### config.mk
export PLATFORM = sky130hd
export DESIGN_NAME = wallace_multiplier_32x32
export DESIGN_NICKNAME = d
export VERILOG_FILES = /design/src/rtl/wallace_multiplier_32x32.sv
export SDC_FILE = /design/constraint.sdc
export NUM_CORES = 2
export LEC_CHECK = 0
export ABC_AREA = 1
export BUFFER_PORTS_ARGS = -buffer_cell sky130_fd_sc_hd__buf_2
export CAP_MARGIN = 20
export CORE_AREA = 2 2 237 239
export DETAILED_ROUTE_END_ITERATION = 8
export DIE_AREA = 0 0 239 241
export PLACE_DENSITY = 0.83
export SYNTH_ARGS = -nofsm -noshare
export SYNTH_HDL_FRONTEND = slang
export SYNTH_SLANG_ARGS = --single-unit
### constraint.sdc
create_clock -name clk -period 1.18 [get_ports clk]
set_input_delay 0.295 -clock clk [delete_from_list [all_inputs] [get_ports clk]]
set_output_delay 0.295 -clock clk [all_outputs]
set_load 0.02 [all_outputs]
### src/rtl/wallace_multiplier_32x32.sv
// Unsigned 32x32 -> 64-bit Wallace-tree multiplier with one registered output stage.
// AND-array partial products, carry-save row reduction down to two rows, then a ripple adder.
module wallace_multiplier_32x32 (
    input  logic        clk,
    input  logic        rst_n,
    input  logic        in_valid,
    input  logic [31:0] a,
    input  logic [31:0] b,
    output logic [63:0] c,
    output logic        out_valid
);

    localparam int unsigned OP_W    = 32;
    localparam int unsigned PROD_W  = 64;
    localparam int unsigned LAYERS  = 8;

    // Rows remaining after l reduction layers: each full group of three becomes two.
    function automatic int unsigned rows_at(input int unsigned l);
        int unsigned n;
        n = OP_W;
        for (int unsigned k = 0; k < l; k++) begin
            n = (n / 3) * 2 + (n % 3);
        end
        return n;
    endfunction

    // Start index of layer l inside the flattened row store.
    function automatic int unsigned row_base(input int unsigned l);
        int unsigned s;
        s = 0;
        for (int unsigned k = 0; k < l; k++) begin
            s = s + rows_at(k);
        end
        return s;
    endfunction

    localparam int unsigned TOTAL_ROWS = row_base(LAYERS + 1);
    localparam int unsigned FINAL_BASE = row_base(LAYERS);

    logic [PROD_W-1:0] rows [TOTAL_ROWS];
    logic [PROD_W-1:0] product;

    // Layer 0: row i holds pp[i][j] = a[j] & b[i], weighted by 2^i.
    for (genvar i = 0; i < OP_W; i++) begin : g_pp
        assign rows[i] = PROD_W'(a & {OP_W{b[i]}}) << i;
    end

    // Each layer feeds rows in threes through a bank of full adders per bit column.
    // Bits carried past 63 are always zero because every partial sum is below 2^64.
    for (genvar l = 0; l < LAYERS; l++) begin : g_layer
        localparam int unsigned N      = rows_at(l);
        localparam int unsigned BASE   = row_base(l);
        localparam int unsigned NBASE  = row_base(l + 1);
        localparam int unsigned GROUPS = N / 3;
        localparam int unsigned LEFT   = N % 3;

        for (genvar g = 0; g < GROUPS; g++) begin : g_fa
            logic [PROD_W-1:0] x, y, z;
            logic [PROD_W-1:0] sum, cry;
            assign x   = rows[BASE + 3*g];
            assign y   = rows[BASE + 3*g + 1];
            assign z   = rows[BASE + 3*g + 2];
            assign sum = x ^ y ^ z;
            assign cry = (x & y) | (x & z) | (y & z);
            assign rows[NBASE + 2*g]     = sum;
            assign rows[NBASE + 2*g + 1] = {cry[PROD_W-2:0], 1'b0};
        end

        for (genvar k = 0; k < LEFT; k++) begin : g_pass
            assign rows[NBASE + 2*GROUPS + k] = rows[BASE + 3*GROUPS + k];
        end
    end

    // Final carry-propagate adder over the two surviving rows.
    logic [PROD_W-1:0] fx, fy;
    logic [PROD_W-1:0] carry;
    assign fx       = rows[FINAL_BASE];
    assign fy       = rows[FINAL_BASE + 1];
    assign carry[0] = 1'b0;

    for (genvar i = 0; i < PROD_W; i++) begin : g_cpa
        assign product[i] = fx[i] ^ fy[i] ^ carry[i];
        if (i < PROD_W - 1) begin : g_cout
            assign carry[i+1] = (fx[i] & fy[i]) | (carry[i] & (fx[i] ^ fy[i]));
        end
    end

    // Output stage: capture on valid, hold product otherwise.
    always_ff @(posedge clk or negedge rst_n) begin
        if (!rst_n) begin
            c         <= '0;
            out_valid <= 1'b0;
        end else begin
            out_valid <= in_valid;
            if (in_valid) begin
                c <= product;
            end
        end
    end

endmodule

==> tab_implementation.tex <==
\begin{tabular}{lr}
\hline
Metric & Value \\
\hline
\multicolumn{2}{l}{\textbf{Drt}} \\
Number of vias per cell after detailed routing & 5.21 \\
Antenna viol nets, final & 0 \\
Number of remaining DRC errors & 0 \\
Total length of routed wires & 102,000 um \\
Number of search-and-repair iterations in the first detailed-routing pass & 6 \\
First DRT Iteration DRCs & 2,190 \\
DR vias & 27,400 \\
Routed length per placed instance & 19.4 um \\
\multicolumn{2}{l}{\textbf{Finish}} \\
Area of the multi-input gates & 26,900 um2 \\
Most used cells in the layout excluding fill and tap cells & 1,718 x inv\_1, 1,059 x nand2\_1, 900 x fa\_1 \\
Layout filler cell count & 3,903 \\
Most common cell after layout, fill and taps aside & inv\_1 \\
Net count of the finished layout & 5,717 \\
Combined flip-flop and latch cell area & 1630 um2 \\
Area grow syn2layout & 11.7\% \\
Share of cells above drive strength 1 & 14.5\% \\
\multicolumn{2}{l}{\textbf{Placement}} \\
Number of buffer cells added on primary ports & 131 \\
Estimated wirelength of the detail-placed design & 81,200 um \\
Pre-CTS setup slack & -19.37 ns \\
Routability cong. & 1.03 \\
\multicolumn{2}{l}{\textbf{Worst setup path}} \\
Critical Path Start Type & input port \\
Start-to-end type of the worst setup path & input port to flop \\
Worst endpoint data arrival time & 20.32 ns \\
Standard cell with the maximum stage delay on the critical path & fa\_1 \\
Kind of end point of the critical path & flop \\
Delay of the slowest critical-path stage & 0.56 ns \\
Maximum net fanout on the critical path & 4 \\
Most frequent cell on the critical path & fa\_2 \\
Required time of the critical path & 1.51 ns \\
\multicolumn{2}{l}{\textbf{Yosys}} \\
Mux share of post-synthesis cell area & 0\% \\
Number of different library cells in the post-synthesis netlist & 17 \\
Synthesized instance count & 4,334 \\
Simple-gate share of the synthesized area & 13.8\% \\
Summed instance area of the synthesized netlist & 35,600 um2 \\
Combinational family with the most area after synthesis & adder cells \\
Portion of the post-synthesis area used by sequential elements & 4.57\% \\
Flip-flop and latch count after synthesis & 65 \\
Synthesized-area fraction occupied by adder cells & 59.7\% \\
Fraction of the mapped netlist area in compound gates & 0.468\% \\
Number of warnings printed during yosys synthesis & 0 \\
Post-Syn Nets & 5,522 \\
Average size of a mapped cell & 8.21 um2 \\
Xor and xnor area share after synthesis & 0.0246\% \\
\multicolumn{2}{l}{\textbf{Clock tree}} \\
Clock net sink count & 65 \\
Clock root buffer master & clkbuf\_16 \\
Source-to-sink clock delay at the later pin of the worst-skew pair & 0.39 ns \\
H-Tree Depth & 3 \\
Clock buffer depth & 2 \\
Number of buffers created by CTS & 9 \\
Clock transition at the registers of the reported paths & 0.06 ns \\
TritonCTS clock tree & yes \\
\multicolumn{2}{l}{\textbf{Timing}} \\
Actual slew at the worst max-slew pin & 0.476 ns \\
Post-layout minimum cycle time & 19.99 ns \\
Max Clock Freq & 50.0 MHz \\
Period Utilization, post-route & 1690\% \\
Count of pins over their slew limit & 0 \\
Aggregate negative setup slack & -613.97 ns \\
Worst rel slew slack & 68.3\% \\
Final worst setup slack & -18.81 ns \\
Worst Clk Skew & 0 ns \\
RSZ-0062 raised after global routing & yes \\
Final hold violations & 0 \\
Final setup vio count & 127 \\
\multicolumn{2}{l}{\textbf{Floorplanning}} \\
Die span in y & 241 um \\
Starting utilization of the core area & 64.9\% \\
Horiz. Die Dim & 239 um \\
Die footprint & 57,600 um2 \\
Area inside the core boundary & 54,900 um2 \\
Count of pins on the block boundary & 132 \\
Floorplan row count & 86 \\
\multicolumn{2}{l}{\textbf{Flow run}} \\
Maxcap violations & 0 \\
\multicolumn{2}{l}{\textbf{Run status}} \\
Outcome & complete, but fails checks \\
Violations in the final reports & setup timing \\
\multicolumn{2}{l}{\textbf{Min path}} \\
Class of the tightest hold or removal check & input port to flop \\
\multicolumn{2}{l}{\textbf{Global routing}} \\
Maximum number of pins on one net before global-route repair & 47 \\
Global route total overflow & 0 \\
All-Layer GR Usage & 37.7\% \\
Number of antenna violations at the first check in global routing & 16 \\
First-pass GRT wire length & 161,000 um \\
Number of global-route vias before repair & 30,900 \\
\hline
\end{tabular}
Yosys cell counts (all sizes together):
library cell / count / area [um2]
inv: 1742 / 6540
nand2: 1178 / 4910
xor2: 1 / 8.76
nand3: 2 / 10.0
o21ai: 19 / 166
ha: 161 / 2010
clkbuf: 47 / 176
dfrtp: 65 / 1630
fa: 960 / 19200
buf: 159 / 912
through the flow:
| step | cells | util (%) | cell area [um2] | hold slack, ns |
|---|---|---|---|---|
| CTS | 5216 | 71.9 | 39500 | 0.293 |
| global route | 5247 | 72.4 | 39700 | 0.321 |
| finish | 5251 | 72.4 | 39800 | 0.300 |
| floorplan | 4334 | - | 36000 | -0.000591 |
| global placement | 5138 | 68.6 | 37600 | 0.209 |
| detailed placement | 5138 | 68.6 | 37600 | 0.211 |
final cells by class:
cell class | instances | share of cell area [%]
multi-input cells | 2321 | 67.7
diodes | 13 | 0.0818
inverters | 1742 | 16.5
clock inverters | 7 | 0.192
flip-flops and latches | 65 | 4.09
well taps | 704 | 2.22
repair buffers | 390 | 8.71
clock buffers | 9 | 0.567
registers in the layout (all words and copies together), names as in the netlist:
register / cells
c: 64
out_valid: 1
final timing paths:
kind                              startpoint                end  slack (ns)  cells after the start
hold / removal                      in_valid  c[34]$_DFFE_PN0P_        0.30                      4
setup / recovery                        a[4]  c[62]$_DFFE_PN0P_      -18.81                     70
hold reg to reg            c[32]$_DFFE_PN0P_  c[32]$_DFFE_PN0P_        0.56                      2
max in group asynchronous              rst_n  c[48]$_DFFE_PN0P_        0.34                      3
min in group asynchronous              rst_n  c[22]$_DFFE_PN0P_        0.33                      2
setup reg to reg            c[5]$_DFFE_PN0P_   c[5]$_DFFE_PN0P_        0.29                      4
kinds of logic (layout without fill, tap and decap cells):
kind of cell    after synthesis  count (layout)
xor+xnor                      1               1
buf+inv                    1948            2148
simple gates               1180            1180
other cells                   0              13
compound gates               19              19
flops                        65              65
fa+ha+maj                  1121            1121
what timing repair did:
item,in CTS,in global routing
endpoints found under the hold margin,9,0
setup buffers,61,22
hold buffers,1,0
setup endpoints to repair,127,127
gates resized for setup,275,24
pin swaps,30,16
layer usage:
layer | GRT usage [%] | vias up | wire length (um)
li1 | - | 11700 | -
met1 | 42.7 | 13600 | 32400
met2 | 62.9 | 1551 | 49300
met3 | 8.89 | 561 | 11300
met4 | 27.6 | 6 | 9010
met5 | 0 | - | 40
worst max-delay path, delay by kind of cell:
family	cells	cell delay, ns
fa+ha+maj	61	19.49
simple gates	3	0.17
buf+inv	6	0.35
Power is left out: the tool's default activity adds up to more than one toggle a clock period on the data nets, which glitch-free logic cannot reach.
